## src/rtl/uart_dma_pkg.sv

```systemverilog
// uart_dma_pkg: shared write-FSM state type and gap-length helper for uart_rx_frame_dma
package uart_dma_pkg;
  typedef enum logic [1:0] {IDLE, RECV, DROP} wr_state_e;
  function automatic int lp_gap(input int clk_freq, input int baud, input int gap_bits, input int gap_margin);
    return clk_freq / baud * gap_bits + gap_margin;
  endfunction
endpackage

```

## src/rtl/uart_dma_ram.sv

```systemverilog
// uart_dma_ram: simple dual-port RAM, one write port, registered 1-cycle read port
module uart_dma_ram #(
  parameter int W = 9,
  parameter int DEPTH = 128,
  parameter int AW = $clog2(DEPTH)
) (
  input  logic          i_clk,
  input  logic          i_we,
  input  logic [AW-1:0] i_waddr,
  input  logic [W-1:0]  i_wdata,
  input  logic          i_re,
  input  logic [AW-1:0] i_raddr,
  output logic [W-1:0]  o_rdata
);
  logic [W-1:0] mem_q [DEPTH];
  logic [W-1:0] rdata_q;
  always_ff @(posedge i_clk) begin
    if (i_we) mem_q[i_waddr] <= i_wdata;
    if (i_re) rdata_q <= mem_q[i_raddr];
  end
  assign o_rdata = rdata_q;
endmodule

```

## src/rtl/uart_rx_frame_dma.sv

```systemverilog
// uart_rx_frame_dma: idle-gap framed receive buffer; oversize frames dropped whole.
// Define UART_RX_DMA_STAT_EN to add saturating frame/drop counters.
module uart_rx_frame_dma
  import uart_dma_pkg::*;
#(
  parameter int CLK_FREQ   = 50_000_000,
  parameter int BAUD       = 9600,
  parameter int GAP_BITS   = 15,
  parameter int GAP_MARGIN = 50,
  parameter int DATA_W     = 8,
  parameter int DEPTH      = 128
) (
  input  logic              i_clk,
  input  logic              i_rst_n,
  input  logic [DATA_W-1:0] i_rx_data,
  input  logic              i_rx_valid,
  output logic [DATA_W-1:0] o_user_rx_data,
  output logic              o_user_rx_valid,
  output logic              o_user_rx_last,
  input  logic              i_user_rx_ready,
  output logic              o_overflow
`ifdef UART_RX_DMA_STAT_EN
  ,
  output logic [15:0]       o_frame_cnt,
  output logic [15:0]       o_drop_cnt
`endif
);
  localparam int LP_GAP = lp_gap(CLK_FREQ, BAUD, GAP_BITS, GAP_MARGIN);
  localparam int AW = $clog2(DEPTH);
  localparam int GW = $clog2(LP_GAP) + 1;
  wr_state_e state_q, state_d;
  logic [DATA_W-1:0] hold_q, hold_d, od_q, od_d;
  logic hold_v_q, hold_v_d, ovf_q, ovf_d, r1_v_q, r1_v_d, ov_q, ov_d, ol_q, ol_d;
  logic [GW-1:0] gap_q, gap_d;
  logic [AW:0] wr_q, wr_d, cm_q, cm_d, rd_q, rd_d, used;
  logic we, wlast, commit, gap_exp, room, adv, issue;
  logic [DATA_W:0] rdata;
  uart_dma_ram #(.W(DATA_W + 1), .DEPTH(DEPTH), .AW(AW)) u_ram (
    .i_clk  (i_clk),
    .i_we   (we),
    .i_waddr(wr_q[AW-1:0]),
    .i_wdata({wlast, hold_q}),
    .i_re   (issue),
    .i_raddr(rd_q[AW-1:0]),
    .o_rdata(rdata)
  );
  // Output stage: stage 1 is the RAM read register, stage 2 the output register.
  always_comb begin
    adv    = !ov_q || i_user_rx_ready;
    issue  = (rd_q != cm_q) && (!r1_v_q || adv);
    rd_d   = rd_q + (AW+1)'(issue);
    r1_v_d = issue || (r1_v_q && !adv);
    ov_d   = adv ? r1_v_q : ov_q;
    od_d   = (adv && r1_v_q) ? rdata[DATA_W-1:0] : od_q;
    ol_d   = (adv && r1_v_q) ? rdata[DATA_W] : ol_q;
  end
  // A read this cycle frees its slot for a write in the same cycle.
  always_comb begin
    used     = wr_q - rd_d;
    room     = used < (AW+1)'(DEPTH);
    gap_exp  = !i_rx_valid && (gap_q == GW'(LP_GAP - 1));
    gap_d    = i_rx_valid ? '0 : (gap_q == GW'(LP_GAP - 1)) ? gap_q : gap_q + GW'(1);
    state_d  = state_q;
    hold_d   = hold_q;
    hold_v_d = hold_v_q;
    wr_d     = wr_q;
    cm_d     = cm_q;
    ovf_d    = 1'b0;
    we       = 1'b0;
    wlast    = 1'b0;
    commit   = 1'b0;
    case (state_q)
      IDLE: if (i_rx_valid) begin
        hold_d   = i_rx_data;
        hold_v_d = 1'b1;
        state_d  = RECV;
      end
      RECV: if (i_rx_valid) begin
        if (room) begin
          we     = 1'b1;
          wr_d   = wr_q + (AW+1)'(1);
          hold_d = i_rx_data;
        end else begin
          wr_d     = cm_q;
          hold_v_d = 1'b0;
          ovf_d    = 1'b1;
          state_d  = DROP;
        end
      end else if (gap_exp) begin
        hold_v_d = 1'b0;
        state_d  = IDLE;
        if (room) begin
          we     = 1'b1;
          wlast  = 1'b1;
          wr_d   = wr_q + (AW+1)'(1);
          cm_d   = wr_q + (AW+1)'(1);
          commit = 1'b1;
        end else begin
          wr_d  = cm_q;
          ovf_d = 1'b1;
        end
      end
      DROP: if (gap_exp) state_d = IDLE;
      default: state_d = IDLE;
    endcase
  end
  always_ff @(posedge i_clk or negedge i_rst_n) begin
    if (!i_rst_n) begin
      state_q  <= IDLE;
      hold_q   <= '0;
      hold_v_q <= 1'b0;
      gap_q    <= '0;
      wr_q     <= '0;
      cm_q     <= '0;
      rd_q     <= '0;
      ovf_q    <= 1'b0;
      r1_v_q   <= 1'b0;
      ov_q     <= 1'b0;
      od_q     <= '0;
      ol_q     <= 1'b0;
    end else begin
      state_q  <= state_d;
      hold_q   <= hold_d;
      hold_v_q <= hold_v_d;
      gap_q    <= gap_d;
      wr_q     <= wr_d;
      cm_q     <= cm_d;
      rd_q     <= rd_d;
      ovf_q    <= ovf_d;
      r1_v_q   <= r1_v_d;
      ov_q     <= ov_d;
      od_q     <= od_d;
      ol_q     <= ol_d;
    end
  end
  assign o_user_rx_data  = od_q;
  assign o_user_rx_valid = ov_q;
  assign o_user_rx_last  = ol_q;
  assign o_overflow      = ovf_q;
`ifdef UART_RX_DMA_STAT_EN
  logic [15:0] frame_cnt_q, frame_cnt_d, drop_cnt_q, drop_cnt_d;
  always_comb begin
    frame_cnt_d = (commit && frame_cnt_q != 16'hFFFF) ? frame_cnt_q + 16'd1 : frame_cnt_q;
    drop_cnt_d  = (ovf_d && drop_cnt_q != 16'hFFFF) ? drop_cnt_q + 16'd1 : drop_cnt_q;
  end
  always_ff @(posedge i_clk or negedge i_rst_n) begin
    if (!i_rst_n) begin
      frame_cnt_q <= '0;
      drop_cnt_q  <= '0;
    end else begin
      frame_cnt_q <= frame_cnt_d;
      drop_cnt_q  <= drop_cnt_d;
    end
  end
  assign o_frame_cnt = frame_cnt_q;
  assign o_drop_cnt  = drop_cnt_q;
`endif
endmodule

```

## config.mk

```make
export PLATFORM = sky130hd
export DESIGN_NAME = uart_rx_frame_dma
export DESIGN_NICKNAME = d
export VERILOG_FILES = /design/src/rtl/uart_dma_pkg.sv /design/src/rtl/uart_dma_ram.sv /design/src/rtl/uart_rx_frame_dma.sv
export SDC_FILE = /design/constraint.sdc
export NUM_CORES = 1
export LEC_CHECK = 0
export CORE_MARGIN = 2
export CORE_UTILIZATION = 67
export DETAILED_ROUTE_END_ITERATION = 12
export GPL_ROUTABILITY_DRIVEN = 1
export GPL_TIMING_DRIVEN = 0
export PLACE_DENSITY = 0.88
export SETUP_SLACK_MARGIN = 0.2
export SLEW_MARGIN = 40
export SYNTH_ARGS = -nofsm -noshare
export SYNTH_HDL_FRONTEND = slang
export SYNTH_SLANG_ARGS = --single-unit
```

## constraint.sdc

```tcl
create_clock -name i_clk -period 19.1 [get_ports i_clk]
set_input_delay 1.91 -clock i_clk [delete_from_list [all_inputs] [get_ports i_clk]]
set_output_delay 1.91 -clock i_clk [all_outputs]
set_load 0.005 [all_outputs]
```

==> impl_metrics.py, run 1 <==
metrics = {
    "synthesis": {
        "yosys.area.top_type_share": 0.720,
        "synth.cell_area_um2": 48400,
        "ys_top_cells_by_area": "edfxtp_1 (72%), mux4_2 (12%), dfrtp_1 (3.3%), mux2i_1 (2.7%), nor2_1 (1.4%)",
        "postSynthAreaPerCell_um2": 20.0,
        "synth_cells": 2419,
        "async_reset_ff_frac": 0.0522,
        "syn_nets": 2442,
        "synth_top_flop_cell": "edfxtp_1",
        "yosys_warnings": 0,
        "synth_edf_count": 1161,
        "yosysSeqAreaShare": 0.753,
        "ys_types": 52,
        "ys_seq_elements": 1225,
        "synth_top_area_cell": "edfxtp_1",
    },
    "placed_design": {
        "port_buffers": 22,
        "gp_congestion": 0.993,
        "pre_cts_slack_ps": 11270,
        "hpwl_mm": 81.3,
    },
    "die": {
        "core-area_um2": 71500,
        "dieWidth_um": 273,
        "io_pins": 23,
        "die_y_um": 273,
        "num_rows": 98,
        "dieArea_um2": 74400,
        "start_util": 0.677,
    },
    "critical_path": {
        "reg2reg_depth": 23,
        "cp.arrival_ps": 8530,
        "critPathKind": "flop to flop",
        "crit_path_end_kind": "flop",
        "r2r_setup_slack_ps": 10890,
        "startpoint_type": "flop",
        "required_ps": 19410,
        "crit_fanout": 10,
        "reg2reg_to": "u_ram.mem_q[79][5]",
        "r2r-start": "rd_q[1]",
    },
    "sta": {
        "fin_tns_setup_ps": 0,
        "finalHoldViolCount": 0,
        "layout_setup_ws_ps": 10890,
        "clock_skew_ps": 30.1,
        "clock.fmax_ghz": 0.122,
        "worst-slew-pin-transition_ps": 972,
        "relSlewSlack": 0.348,
        "finalMaxSlewViolations": 0,
        "rsz0062_at_grt": "no",
        "fin_crit_sh": 0.430,
        "setup_viol": 0,
        "period_needed_ps": 8210,
    },
    "worst_hold_path": {
        "hold_start": "u_ram.o_rdata[8]",
        "min_to": "o_user_rx_last",
        "hold_class": "flop to flop",
        "hold_depth": 1,
    },
    "cts": {
        "numCtsBuffers": 114,
        "cts_tree": "yes",
        "cts_sinks": 1225,
        "h-tree-depth": 3,
        "clock_latency_ps": 710,
        "clk_path_buf_depth": 3,
        "post-cts-setup-buffers": 0,
        "cts_hold_buf": 0,
        "cts.clk_slew.worst_paths_ps": 60,
        "cts_resized": 0,
        "clockRootBuffer": "clkbuf_16",
    },
    "flow_run": {
        "drv_cap": 0,
    },
    "finish": {
        "fill_cells": 3460,
        "seqCellArea_um2": 36500,
        "nets": 2599,
        "final_common_cell": "edfxtp_1",
        "multi_input_comb_area_um2": 11400,
        "final_layout_size_suffix_gt1_frac": 0.259,
        "utilization": 0.758,
        "area_delta_synth_final_pct": 12.0,
        "layout_common_cells": "edfxtp_1 (1,161), mux4_2 (260), mux2i_1 (129), clkbuf_16 (117), nor2_2 (110)",
    },
    "status": {
        "status": "finished, final reports clean",
    },
    "routing": {
        "drc": 0,
        "finalWirelength_mm": 136,
        "postRouteAntennaNets": 0,
        "via_count": 27000,
        "drt_iter0_markers": 4866,
        "first_pass_iters": 12,
        "via_per_inst": 7.46,
        "wl_per_cell_um": 37.5,
    },
    "global_route": {
        "antenna_found_initial": 5,
        "grt_usage": 0.373,
        "grt_pass1_vias": 27000,
        "grt_pass1_wl_mm": 193,
        "grt_remaining_overflow": 0,
        "grt_max_degree": 74,
    },
    "power": {
        "max-vdd-ir-drop_mv": 0.0953,
        "power.density_nw_per_um2": 159,
        "leakage_nw": 17.4,
    },
}
-- critical path, stage by stage, from the launching register on --
cell and delay, ps:
dfrtp_1 350, buf_2 400, buf_2 460, buf_4 290, buf_2 480, clkbuf_1 570
xnor2_1 150, nand4_1 130, nor2_1 150, a21oi_2 620, ha_1 340, ha_1 230
nand2_1 80, xor2_1 190, ha_1 360, a21o_1 170, a21o_1 180, a21oi_1 160
o21ai_2 120, xor2_2 330, buf_6 240, nand3_2 460, buf_2 550, nor2_1 760
-- Yosys cell counts, types with 16 or more instances --
cell,number
buf_6,16
nand2b_1,16
a21oi_1,33
clkbuf_1,46
nand4_1,18
nor2b_1,38
buf_4,17
mux4_2,260
nand2_1,49
edfxtp_1,1161
nor2_1,180
dfrtp_1,64
mux2i_1,129
xnor2_1,21
a211oi_1,43
mux2_2,20
a221oi_1,41
o21ai_0,53
buf_2,43
inv_1,26
-- layout make-up --
| type | count | share of cell area |
|---|---|---|
| diodes | 2 | 0.0000923 |
| plain buffers | 137 | 0.0140 |
| clock inverters | 73 | 0.0121 |
| well taps | 950 | 0.0219 |
| repair buffers | 41 | 0.0110 |
| multi-input cells | 1031 | 0.210 |
| clock buffers | 140 | 0.0558 |
| flip-flops and latches | 1225 | 0.673 |
| inverters | 26 | 0.00189 |
-- sequential cells by signal, indices dropped and copies added, names as in the netlist, 2 cells and up --
signal	flops
cm_q	8
gap_q	18
hold_q	8
o_user_rx_data	8
rd_q	8
state_q	2
u_ram.mem_q	1152
u_ram.o_rdata	9
wr_q	8
-- metal layers --
| layer | wire, µm | up-vias | track usage |
|---|---|---|---|
| li1 | - | 10200 | - |
| met1 | 44200 | 13600 | 0.482 |
| met2 | 64400 | 2607 | 0.583 |
| met3 | 18200 | 586 | 0.110 |
| met4 | 9170 | 4 | 0.195 |
| met5 | 25 | - | 0.00321 |
-- worst max-delay path by stage --
stage / from / to / slack (ps)
floorplan: i_user_rx_ready / u_ram.mem_q[0][8] / 12490
global placement: rd_q[1] / u_ram.mem_q[46][8] / 9520
detailed placement: rd_q[1] / u_ram.mem_q[87][2] / 11270
CTS: rd_q[1] / u_ram.mem_q[109][2] / 11180
global route: rd_q[1] / u_ram.mem_q[77][3] / 10830
finish: rd_q[1] / u_ram.mem_q[79][5] / 10890
-- per-stage QoR --
stage	total power, mW	cell area [µm²]	hold WS, ps	cells
final	8.63	54200	484	3625
after floorplan	5.11	48400	455	2419
after global routing	8.76	54200	497	3624
after detailed placement	6.20	50200	473	3410
after global placement	6.07	49800	460	3391
after CTS	8.48	53900	487	3623
-- cell families after synthesis --
group / count (synthesis) / synth area share
mux: 415 / 0.154
simple gates: 350 / 0.0348
compound gates: 221 / 0.0310
fa+ha+maj: 11 / 0.00284
buf+inv: 163 / 0.0176
xor+xnor: 34 / 0.00670
flops: 1225 / 0.753
-- where the power goes --
part / internal [mW] / switching (mW)
Sequential: 3.35 / 0.137
Combinational: 0.985 / 1.89
Clock: 1.26 / 1.02
Note: power is estimated with default switching activity, not from simulation.
==> run 2: changes to the inputs <==
--- a/config.mk
+++ b/config.mk
@@ -6,11 +6,11 @@
 export NUM_CORES = 1
 export LEC_CHECK = 0
 export CORE_MARGIN = 2
-export CORE_UTILIZATION = 67
+export CORE_UTILIZATION = 57
 export DETAILED_ROUTE_END_ITERATION = 12
 export GPL_ROUTABILITY_DRIVEN = 1
 export GPL_TIMING_DRIVEN = 0
-export PLACE_DENSITY = 0.88
+export PLACE_DENSITY = 0.8
 export SETUP_SLACK_MARGIN = 0.2
 export SLEW_MARGIN = 40
 export SYNTH_ARGS = -nofsm -noshare
==> constraint.sdc (replaced) <==
create_clock -name i_clk -period 7 [get_ports i_clk]
set_input_delay 0.7 -clock i_clk [delete_from_list [all_inputs] [get_ports i_clk]]
set_output_delay 0.7 -clock i_clk [all_outputs]
set_load 0.005 [all_outputs]
==> impl_metrics.py, run 2 (synthesis results as in run 1) <==
metrics = {
    "status": {
        "status": "finished, final reports clean",
    },
    "sta": {
        "worst-slew-pin-transition_ps": 962,
        "rsz0062_at_grt": "yes",
        "clock_skew_ps": 33.6,
        "fin_hold_ws_ps": 472,
        "fin_crit_sh": 0.957,
        "period_needed_ps": 6700,
        "finalHoldViolCount": 0,
        "relSlewSlack": 0.359,
        "layout_setup_ws_ps": 300,
        "clock.fmax_ghz": 0.149,
        "finalMaxSlewViolations": 0,
        "fin_tns_setup_ps": 0,
        "setup_viol": 0,
    },
    "finish": {
        "final_layout_size_suffix_gt1_frac": 0.266,
        "final_common_cell": "edfxtp_1",
        "utilization": 0.656,
        "largest_reg_flops": 1152,
        "fin_area_um2": 55000,
        "seqCellArea_um2": 36500,
        "regMostFlops": "u_ram.mem_q",
        "multi_input_comb_area_um2": 11900,
        "nets": 2600,
        "layout_common_cells": "edfxtp_1 (1,161), mux4_2 (260), mux2i_1 (129), clkbuf_16 (115), nor2_4 (82)",
        "area_delta_synth_final_pct": 13.7,
        "fill_cells": 5201,
    },
    "global_route": {
        "grt_usage": 0.289,
        "grt_pass1_wl_mm": 179,
        "grt_pass1_vias": 25900,
        "grt_max_degree": 89,
        "antenna_found_initial": 3,
        "grt_remaining_overflow": 0,
    },
    "die": {
        "start_util": 0.577,
        "io_pins": 23,
        "core-area_um2": 83800,
        "die_y_um": 295,
        "num_rows": 106,
        "dieArea_um2": 87300,
        "dieWidth_um": 295,
    },
    "cts": {
        "cts_tree": "yes",
        "clock_latency_ps": 680,
        "cts_sinks": 1225,
        "clk_path_buf_depth": 3,
        "h-tree-depth": 3,
        "numCtsBuffers": 113,
        "clockRootBuffer": "clkbuf_16",
        "cts.clk_slew.worst_paths_ps": 60,
    },
    "critical_path": {
        "r2r-start": "rd_q[2]",
        "reg2reg_to": "u_ram.mem_q[32][5]",
        "crit_chain": "buf_4, buf_2, clkbuf_4, buf_2, buf_4, xnor2_1, nand4_1, nor2_2, a21oi_4, ha_1, ha_1, nand2_1, xor2_1, ha_1, a21o_1, a21o_1, a21oi_1, o21ai_2, xor2_4, buf_6, nand3_4, buf_4, nor2_4",
        "startpoint_type": "flop",
        "r2r_setup_slack_ps": 300,
        "critPathKind": "flop to flop",
        "crit_fanout": 10,
        "crit_path_end_kind": "flop",
        "required_ps": 7340,
        "reg2reg_depth": 23,
        "cp.buffers_inverters": 7,
        "cp.arrival_ps": 7040,
        "slowest_delay_ps": 430,
        "cpMaxStageDelayCell": "dfrtp_1",
        "path_delay_family": "buffers and inverters",
    },
    "worst_hold_path": {
        "min_to": "o_user_rx_last",
        "hold_depth": 1,
        "hold_start": "u_ram.o_rdata[8]",
        "hold_class": "flop to flop",
    },
    "routing": {
        "first_pass_iters": 5,
        "via_per_inst": 6.70,
        "postRouteAntennaNets": 0,
        "wl_per_cell_um": 32.5,
        "drt_iter0_markers": 3974,
        "via_count": 25500,
        "drc": 0,
        "finalWirelength_mm": 124,
    },
    "power": {
        "max-vdd-ir-drop_mv": 0.281,
        "leakage_nw": 17.4,
        "power.density_nw_per_um2": 424,
    },
    "placed_design": {
        "pre_cts_slack_ps": -691,
        "hpwl_mm": 79.5,
        "placed_area_um2": 50500,
        "gp_congestion": 0.982,
        "port_buffers": 22,
    },
    "flow_run": {
        "drv_cap": 0,
    },
}
[run 2: cell count changes in the layout (fill, tap and decap cells not counted), moves of 5 or more]
cell	delta
nor2_4	+80
clkinv_1	-5
buf_4	+5
clkinvlp_4	-6
nor2_2	-65
nor2_1	-15
buf_2	-13
[run 2: how the worst max path moves through the flow]
stage,start,endpoint,slack (ps),cells past startpoint
floorplan,rd_q[2],u_ram.mem_q[0][8],700,22
global placement,rd_q[1],u_ram.mem_q[42][8],-2450,22
detailed placement,rd_q[1],u_ram.mem_q[64][1],-690,23
CTS,rd_q[2],u_ram.mem_q[110][2],200,22
global route,rd_q[2],u_ram.mem_q[32][7],120,23
finish,rd_q[2],u_ram.mem_q[32][5],300,23
[run 2: timing repair]
action,in CTS,in global routing
hold endpoints to repair,29,0
pin swaps,0,7
hold buffers,1,0
resized for setup,165,26
buffers inserted,0,1
setup endpoints to repair,1240,1116
[run 2: power breakdown]
part	switching, mW	internal (mW)
combinational	5.00	2.71
sequential	0.385	9.13
clock	2.64	3.44
[run 2: cell type report]
class                           count  area share
Antenna cell                        1   0.0000455
Buffer                            137      0.0147
Clock buffer                      142      0.0545
Clock inverter                     65      0.0116
Inverter                           26     0.00186
Multi-Input combinational cell   1031       0.217
Sequential cell                  1225       0.663
Tap cell                         1134      0.0258
Timing Repair Buffer               43      0.0116
[run 2: routing by layer]
| layer | track usage | routed length (µm) |
|---|---|---|
| met2 | 0.458 | 59200 |
| met1 | 0.387 | 44300 |
| met3 | 0.0631 | 13600 |
| met4 | 0.136 | 6560 |
| met5 | 0 | 25 |
[run 2: stage by stage]
| stage | power (mW) | instances |
|---|---|---|
| 2_1_floorplan | 13.9 | 2419 |
| 3_3_place_gp | 16.7 | 3575 |
| 3_5_place_dp | 16.9 | 3594 |
| 4_1_cts | 23.0 | 3802 |
| 5_1_grt | 23.8 | 3803 |
| 6_report | 23.3 | 3804 |
